## src/rtl/cpu_pkg.sv

```systemverilog
// Shared encodings for the 4-bit processor: opcode prefixes, register indices
// and the immediate source code used by the instruction decoder and datapath.
package cpu_pkg;

   localparam int REG_EN_W = 9;

   // Opcode prefixes, matched against the top bits of the instruction word
   localparam logic       LOAD = 1'b0;
   localparam logic [1:0] MOVE = 2'b10;
   localparam logic [2:0] ALU  = 3'b110;
   localparam logic [3:0] JMP  = 4'b1110;
   localparam logic [3:0] JNZ  = 4'b1111;

   // Destination (reg_en bit) and source (source_sel) indices
   localparam int EN_X0   = 0;
   localparam int EN_X1   = 1;
   localparam int EN_Y0   = 2;
   localparam int EN_Y1   = 3;
   localparam int EN_OREG = 4;
   localparam int EN_M    = 5;
   localparam int EN_I    = 6;
   localparam int EN_DM   = 7;
   localparam int EN_R    = 8;

   localparam logic [3:0] SRC_X0  = 4'd0;
   localparam logic [3:0] SRC_X1  = 4'd1;
   localparam logic [3:0] SRC_Y0  = 4'd2;
   localparam logic [3:0] SRC_Y1  = 4'd3;
   localparam logic [3:0] SRC_R   = 4'd4;
   localparam logic [3:0] SRC_M   = 4'd5;
   localparam logic [3:0] SRC_I   = 4'd6;
   localparam logic [3:0] SRC_DM  = 4'd7;
   localparam logic [3:0] SRC_IMM = 4'd8;

endpackage

```

## src/rtl/instruction_decoder.sv

```systemverilog
// Zero-latency decoder for the 8-bit program word; owns the zero flag,
// the instruction register and a saturating taken-jump counter.
module instruction_decoder
   import cpu_pkg::*;
(
   input  logic                clk,
   input  logic                sync_reset,
   input  logic [7:0]          pm_data,
   input  logic                alu_out_eq_0,
   output logic                jmp,
   output logic                jmp_nz,
   output logic [3:0]          jmp_addr,
   output logic                dont_jmp,
   output logic [REG_EN_W-1:0] reg_en,
   output logic [3:0]          source_sel,
   output logic                x_sel,
   output logic                y_sel,
   output logic [2:0]          alu_func,
   output logic [7:0]          ir,
   output logic [7:0]          jmp_count,
   output logic [7:0]          from_ID
);

   logic valid;
   logic z_flag;
   logic gate;
   logic alu_dec;
   logic taken;

   // Outputs stay quiet during reset and the first cycle after it, while
   // program memory is still returning the word for address zero.
   assign gate     = valid & ~sync_reset;
   assign jmp_addr = pm_data[3:0];
   assign dont_jmp = z_flag;
   assign from_ID  = ir;

   always_comb begin
      reg_en     = '0;
      source_sel = '0;
      x_sel      = 1'b0;
      y_sel      = 1'b0;
      alu_func   = '0;
      jmp        = 1'b0;
      jmp_nz     = 1'b0;
      alu_dec    = 1'b0;
      if (gate) begin
         if (pm_data[7] == LOAD) begin
            reg_en[pm_data[6:4]] = 1'b1;
            source_sel           = SRC_IMM;
         end else if (pm_data[7:6] == MOVE) begin
            // A move onto itself is the NOP encoding
            if (pm_data[5:3] != pm_data[2:0])
               reg_en[pm_data[5:3]] = 1'b1;
            source_sel = {1'b0, pm_data[2:0]};
         end else if (pm_data[7:5] == ALU) begin
            reg_en[EN_R] = 1'b1;
            x_sel        = pm_data[4];
            y_sel        = pm_data[3];
            alu_func     = pm_data[2:0];
            alu_dec      = 1'b1;
         end else if (pm_data[7:4] == JMP) begin
            jmp = 1'b1;
         end else begin
            jmp_nz = 1'b1;
         end
      end
   end

   assign taken = jmp | (jmp_nz & ~z_flag);

   always_ff @(posedge clk) begin
      if (sync_reset) begin
         valid     <= 1'b0;
         z_flag    <= 1'b0;
         ir        <= '0;
         jmp_count <= '0;
      end else begin
         valid <= 1'b1;
         ir    <= pm_data;
         if (alu_dec)
            z_flag <= alu_out_eq_0;
         if (taken && jmp_count != 8'hFF)
            jmp_count <= jmp_count + 8'd1;
      end
   end

endmodule

```

## config.mk

```make
export PLATFORM = sky130hd
export DESIGN_NAME = instruction_decoder
export DESIGN_NICKNAME = d
export VERILOG_FILES = /design/src/rtl/cpu_pkg.sv /design/src/rtl/instruction_decoder.sv
export SDC_FILE = /design/constraint.sdc
export NUM_CORES = 1
export LEC_CHECK = 0
export BUFFER_PORTS_ARGS = -buffer_cell sky130_fd_sc_hd__buf_4
export CAP_MARGIN = 20
export CORE_MARGIN = 10
export CORE_UTILIZATION = 43
export CTS_CLUSTER_SIZE = 14
export DETAILED_ROUTE_END_ITERATION = 12
export GPL_ROUTABILITY_DRIVEN = 1
export GPL_TIMING_DRIVEN = 0
export PLACE_DENSITY = 0.85
export SLEW_MARGIN = 0
export SYNTH_ARGS = -nofsm -noshare
export SYNTH_HDL_FRONTEND = slang
export SYNTH_SLANG_ARGS = --single-unit
```

## constraint.sdc

```tcl
create_clock -name clk -period 2.2 [get_ports clk]
set_clock_uncertainty 0.1 [all_clocks]
set_input_delay 0.44 -clock clk [delete_from_list [all_inputs] [get_ports clk]]
set_output_delay 0.44 -clock clk [all_outputs]
set_load 0.01 [all_outputs]
```

==> results of run 1 <==
==> power breakdown <==
part | internal, uW | switching (uW)
sequential | 335 | 6.11
combinational | 78.8 | 79.5
clock | 101 | 96.4
total | 515 | 182
==> how the worst min path moves through the flow <==
stage / end / slack, ns / depth (start not counted)
CTS: from_ID[7]$_SDFF_PP0_ / 0.27 / 2
global route: from_ID[2]$_SDFF_PP0_ / 0.27 / 2
global placement: jmp_count[5]$_SDFFE_PP0P_ / 0.40 / 1
floorplan: jmp_count[7]$_SDFFE_PP0P_ / 0.41 / 1
detailed placement: jmp_count[4]$_SDFFE_PP0P_ / 0.42 / 2
finish: dont_jmp$_SDFFE_PP0P_ / 0.28 / 3
==> area by class of cell <==
cell class	count	area, sq um
multi-input cells	92	628.1
inverters	2	7.507
fillers	186	794.5
well taps	30	37.54
plain buffers	17	117.6
flip-flops and latches	18	360.3
repair buffers	60	450.4
clock buffers	4	36.28
==> cell usage in the layout, fill, tap and decap left out, types with 2 or more instances in the layout <==
master,Yosys,routed
and2_1,4,4
clkbuf_4,0,4
and3_1,3,3
or4_1,2,2
or3_1,3,3
nor4_1,2,2
mux2i_1,4,4
buf_4,13,73
nand2b_1,3,2
o21ai_0,4,3
dfxtp_1,18,18
a211oi_1,2,2
nand3_1,5,5
nor2_1,10,10
nor2b_1,10,9
xnor2_1,3,3
nor3_2,0,2
nand4_1,3,3
and4_1,3,3
nor3_1,5,3
nand2_1,7,7
clkbuf_1,4,2
a21oi_1,6,5
inv_1,2,2
o31ai_1,2,2
==> per-layer routing <==
metal  vias to the layer above  routed length [um]  global-route usage, %
li1                        577                   -                      -
met1                       572                1360                  14.58
met3                         5                 253                  4.237
met2                        55                1810                  24.77
met4                         0                  33                  3.509
met5                         -                   0                      0
==> metrics by stage <==
step / TNS (ns) / util [%] / hold WS [ns]
floorplan: 0 / - / 0.4091
global placement: -0.7778 / 63.73 / 0.3978
detailed placement: -0.9314 / 63.73 / 0.4238
CTS: 0 / 65.74 / 0.2655
global route: -0.006717 / 67.34 / 0.2699
finish: 0 / 67.34 / 0.2804
==> cell usage after synthesis (2+ instances only) <==
cell / n / area share, %
buf_4: 13 / 9.1
or3_1: 3 / 1.8
a31oi_1: 2 / 1.2
nor4_1: 2 / 1.2
nand4_1: 3 / 1.8
xnor2_1: 3 / 2.5
nand2_1: 7 / 2.5
dfxtp_1: 18 / 34
inv_1: 2 / 0.70
nand3_1: 5 / 2.3
o21ai_0: 4 / 1.9
or4_1: 2 / 1.4
nor2b_1: 10 / 5.8
mux2i_1: 4 / 3.7
a21oi_1: 6 / 2.8
and2_1: 4 / 2.3
nand2b_1: 3 / 1.8
clkbuf_1: 4 / 1.4
o31ai_1: 2 / 1.4
nor2_1: 10 / 3.5
nor3_1: 5 / 2.3
o32ai_1: 2 / 1.6
and4_1: 3 / 2.5
and3_1: 3 / 1.8
a211oi_1: 2 / 1.4
==> state kept, by name (all words and copies together), names as in the netlist <==
register and flops:
jmp_count 8, valid 1, from_ID 8, dont_jmp 1
==> worst max-delay path: cells and delay by family <==
kind | cells | cell delay, ns
buffers and inverters | 4 | 0.57
AO/OA/AOI/OAI | 1 | 0.19
AND/OR/NAND/NOR | 1 | 0.42
==> kinds of logic after synthesis <==
kind of cell | Yosys count
AND/OR/NAND/NOR | 64
AO/OA/AOI/OAI | 20
buffers and inverters | 19
flip-flops | 18
multiplexers | 4
XOR/XNOR | 3
adder cells (fa/ha/maj) | 1
==> timing repair <==
item                                    in CTS  in global routing
gates cloned                                 0                  0
pin swaps                                    0                  3
endpoints found under the setup margin       9                 11
resized for setup                            3                 11
buffers inserted                             0                  1
==> results.py, run 1 <==
metrics = {
    "place": {
        "preCtsSetupSlack_ns": -0.1553,
        "place_inst": 218,
        "gp_congestion": 0.8615,
        "io_buffers": 59,
        "dpl_cell_area_sq_um": 1550,
        "hpwl_um": 2789,
    },
    "clock_tree": {
        "clk_path_buf_depth": 2,
        "clk-insertion-delay-late_ns": 0.29,
        "cts-root-buf": "clkbuf_4",
        "clock_sinks": 18,
        "postCtsHoldBufs": 0,
        "htree_num_levels": 1,
        "cts_tree": "yes",
        "cts_buffers": 3,
        "clk_pin_slew_ns": 0.09,
    },
    "critical_path": {
        "cp.arrival_ns": 1.63,
        "r2r_end": "jmp_count[7]$_SDFFE_PP0P_",
        "crit_path_top_delay_cell": "or3_1",
        "crit_chain": "buf_4, clkbuf_4, inv_1, or3_1, o21ai_0, buf_4",
        "max_stage_delay_ns": 0.42,
        "required_ns": 1.66,
        "critPathLaunchType": "input pin",
        "crit_start": "pm_data[4]",
        "cp_common_cell": "buf_4",
        "crit_type": "input pin to output port",
        "reg2reg_from": "jmp_count[0]$_SDFFE_PP0P_",
        "worstPathMaxFanout": 10,
        "r2r_cells": 5,
        "rrSetupSlack_ns": 0.29,
        "critPathCaptureType": "output port",
        "critPathCapture": "reg_en[3]",
    },
    "timing": {
        "hold_viol": 0,
        "rsz0062_at_grt": "yes",
        "setup_violations": 0,
        "fin_crit_sh_pct": 98.47,
        "fin_ws_ns": 0.03361,
        "fmax_mhz": 461.6,
        "worstMarginPinSlew_ns": 0.4848,
        "relSlewSlack_pct": 67.49,
        "slew_viol_final": 0,
        "finalCriticalPeriod_ns": 2.166,
    },
    "worst_hold_path": {
        "holdCritPathClass": "input pin to flip-flop",
        "min-delay-start": "alu_out_eq_0",
    },
    "grt": {
        "grt_pass1_wl_um": 5761,
        "grt-ovfl-total": 0,
        "grt_max_degree": 11,
        "grt_pass1_vias": 1197,
        "grt_usage_pct": 13.55,
        "antenna_found_initial": 0,
    },
    "status": {
        "outcome": "finished, final reports clean",
    },
    "routing": {
        "via_count": 1209,
        "dr.pass1.iters": 5,
        "wl_per_cell_um": 15.50,
        "drt_iter0_markers": 47,
        "drc": 0,
        "avgViaCountPerCell": 5.422,
        "drtAntennaViolNets": 0,
        "wl_um": 3457,
    },
    "power_and_ir_drop": {
        "p_leak_uw": 0.0007563,
        "vdd.ir_drop.worst_mv": 0.3589,
        "total_power_uw": 696.9,
        "p_per_area_nw_per_um2": 425.5,
    },
    "synthesis": {
        "syn_avg_cell_area_sq_um": 8.293,
        "synth_xor_area_share_pct": 2.456,
        "ys_seq_area_share_pct": 33.68,
        "synth_nets": 141,
        "async_flop_share_pct": 0,
        "yosysWarnings": 0,
        "ys.flop_type": "dfxtp_1",
        "synth_cells": 129,
        "synth_top_family_by_area": "simple AND/OR/NAND/NOR gates",
        "synth-compound-area-share_pct": 12.75,
        "ys_seq_elements": 18,
        "syn_area_sq_um": 1070,
        "synthAdderAreaFrac_pct": 1.170,
        "ys_types": 32,
        "synth_edf_count": 0,
        "synth_mux_area_share_pct": 3.743,
        "synthSimpleGateAreaFrac_pct": 34.97,
    },
    "layout": {
        "areaGrowthSynthToFinish_pct": 53.10,
        "fin_nets": 206,
        "n_antenna_cell": 0,
        "final_cells": 223,
        "drive_gt1_share_pct": 46.63,
        "final_cell_area_sq_um": 1638,
    },
    "job": {
        "maxCapViolCount": 0,
    },
    "die": {
        "initial_core_util_pct": 43.98,
        "num_rows": 18,
        "core-area_sq_um": 2432,
        "io_pins": 60,
        "die_area_sq_um": 4883,
        "die_x_um": 69.88,
        "die_h_um": 69.88,
    },
}
Note: power is estimated with default switching activity, not from simulation.
==> run 2: changes to the inputs <==
CORE_UTILIZATION = 45   (was 43)
CTS_BUF_LIST = sky130_fd_sc_hd__clkbuf_8   (was not set)
PLACE_DENSITY = 0.88   (was 0.85)
==> run 2 against run 1 <==
Against the previous run:
- sequential share of layout area down 0.41 points
- first-iteration DRC count up 30%
- global-route usage up 0.74 points
- wire length up 3.1%
- utilization up 7.4 points
- hold slack better by 0.034 ns
- die area down 3.2%
- clock power up 36%
- sequential power about the same
- cell count down 1.3%
- clock-buffer cell count unchanged
- largest power group unchanged
==> results.py, run 2 (same netlist as run 1, synthesis figures left out) <==
metrics = {
    "grt": {
        "antenna_found_initial": 0,
        "grt_pass1_wl_um": 5354,
        "grt_max_degree": 11,
        "grt-ovfl-total": 0,
        "grt_usage_pct": 14.30,
        "grt_pass1_vias": 1114,
    },
    "timing": {
        "finalCriticalPeriod_ns": 2.173,
        "worstMarginPinSlew_ns": 0.5959,
        "setup_tns_ns": 0,
        "hold_ws_ns": 0.3148,
        "fmax_mhz": 460.2,
        "relSlewSlack_pct": 60.04,
        "setup_violations": 0,
        "fin_crit_sh_pct": 98.78,
        "slew_viol_final": 0,
        "rsz0062_at_grt": "yes",
        "hold_viol": 0,
        "fin_ws_ns": 0.02682,
    },
    "critical_path": {
        "critPathTopFamily": "buffers and inverters",
        "cp.arrival_ns": 1.63,
        "crit_type": "input pin to output port",
        "worstPathMaxFanout": 10,
        "max_stage_delay_ns": 0.42,
        "crit_buf_inv": 4,
        "critPathLaunchType": "input pin",
        "required_ns": 1.66,
        "crit_chain": "buf_4, clkbuf_4, inv_1, or3_1, o21ai_0, buf_4",
        "cp_common_cell": "buf_4",
        "critPathCaptureType": "output port",
        "crit_path_top_delay_cell": "or3_1",
    },
    "die": {
        "die_x_um": 68.76,
        "initial_core_util_pct": 47.90,
        "die_area_sq_um": 4727,
        "io_pins": 60,
        "core-area_sq_um": 2233,
        "num_rows": 17,
        "die_h_um": 68.76,
    },
    "worst_hold_path": {
        "holdCritPathClass": "input pin to flip-flop",
    },
    "routing": {
        "avgViaCountPerCell": 5.536,
        "drc": 0,
        "via_count": 1218,
        "dr.pass1.iters": 4,
        "drt_iter0_markers": 61,
        "wl_um": 3564,
        "wl_per_cell_um": 16.20,
        "drtAntennaViolNets": 0,
    },
    "power_and_ir_drop": {
        "p_leak_uw": 0.0007750,
        "total_power_uw": 770.7,
        "vdd.ir_drop.worst_mv": 0.4746,
        "p_per_area_nw_per_um2": 461.8,
    },
    "clock_tree": {
        "cts_tree": "yes",
        "postCtsHoldBufs": 0,
        "clk-insertion-delay-late_ns": 0.25,
        "clk_path_buf_depth": 2,
        "clk_pin_slew_ns": 0.07,
        "clock_sinks": 18,
        "cts_buffers": 3,
        "htree_num_levels": 1,
        "cts-root-buf": "clkbuf_8",
    },
    "layout": {
        "seqCellArea_sq_um": 360.3,
        "drive_gt1_share_pct": 45.83,
        "fin_nets": 205,
        "n_antenna_cell": 0,
        "final_cell_mix": "buf_4, dfxtp_1, nor2_1",
        "final_common_cell": "buf_4",
        "areaGrowthSynthToFinish_pct": 56.02,
        "n_fill_cell": 169,
        "multiInputGateArea_sq_um": 640.6,
    },
    "place": {
        "preCtsSetupSlack_ns": -0.1383,
        "io_buffers": 59,
        "gp_congestion": 0.8975,
        "hpwl_um": 2789,
    },
    "status": {
        "outcome": "finished, final reports clean",
    },
    "job": {
        "maxCapViolCount": 0,
    },
}
==> run 2: power by group <==
part,internal [uW],switching [uW]
clock network,159,108
logic,81.6,80.4
registers,335,6.08
==> run 2: per-stage QoR <==
step | instances | util, % | cell area [sq um]
final | 220 | 74.73 | 1669
after global routing | 220 | 74.73 | 1669
after CTS | 220 | 72.32 | 1615
after detailed placement | 216 | 69.30 | 1548
after global placement | 216 | 69.30 | 1548
after floorplan | 129 | - | 1070
==> run 2: layout make-up <==
cell class / instances / share of cell area [%]
multi-input cells: 92 / 38.38
flip-flops and latches: 18 / 21.59
inverters: 2 / 0.4498
repair buffers: 59 / 27.21
well taps: 28 / 2.099
clock buffers: 4 / 3.298
plain buffers: 17 / 6.972
==> run 2: worst paths after layout <==
kind         cells after the start                      start                   endpoint  slack [ns]
max reg2reg                      5  jmp_count[0]$_SDFFE_PP0P_  jmp_count[7]$_SDFFE_PP0P_        0.29
max                              6                 pm_data[4]                  reg_en[3]        0.03
min reg2reg                      2  jmp_count[1]$_SDFFE_PP0P_  jmp_count[1]$_SDFFE_PP0P_        0.42
min                              3               alu_out_eq_0      dont_jmp$_SDFFE_PP0P_        0.31
==> run 2: metal layers <==
layer / global-route usage (%) / routed length, um / vias up
met4: 4.433 / 59 / 0
met2: 25.46 / 1836 / 58
met5: 0 / 0 / -
met1: 16.08 / 1352 / 567
li1: - / - / 584
met3: 4.026 / 316 / 9
==> run 2: tightest hold or removal path, stage by stage <==
cell	delay, ns
buf_4	0.07
mux2i_1	0.05
nor2_1	0.07
==> run 2: timing repair <==
action	4_1_cts	5_1_grt
hold endpoints to repair	0	0
gates resized for setup	3	12
setup endpoints to repair	10	9
buffers inserted	0	0
pin swaps	0	1
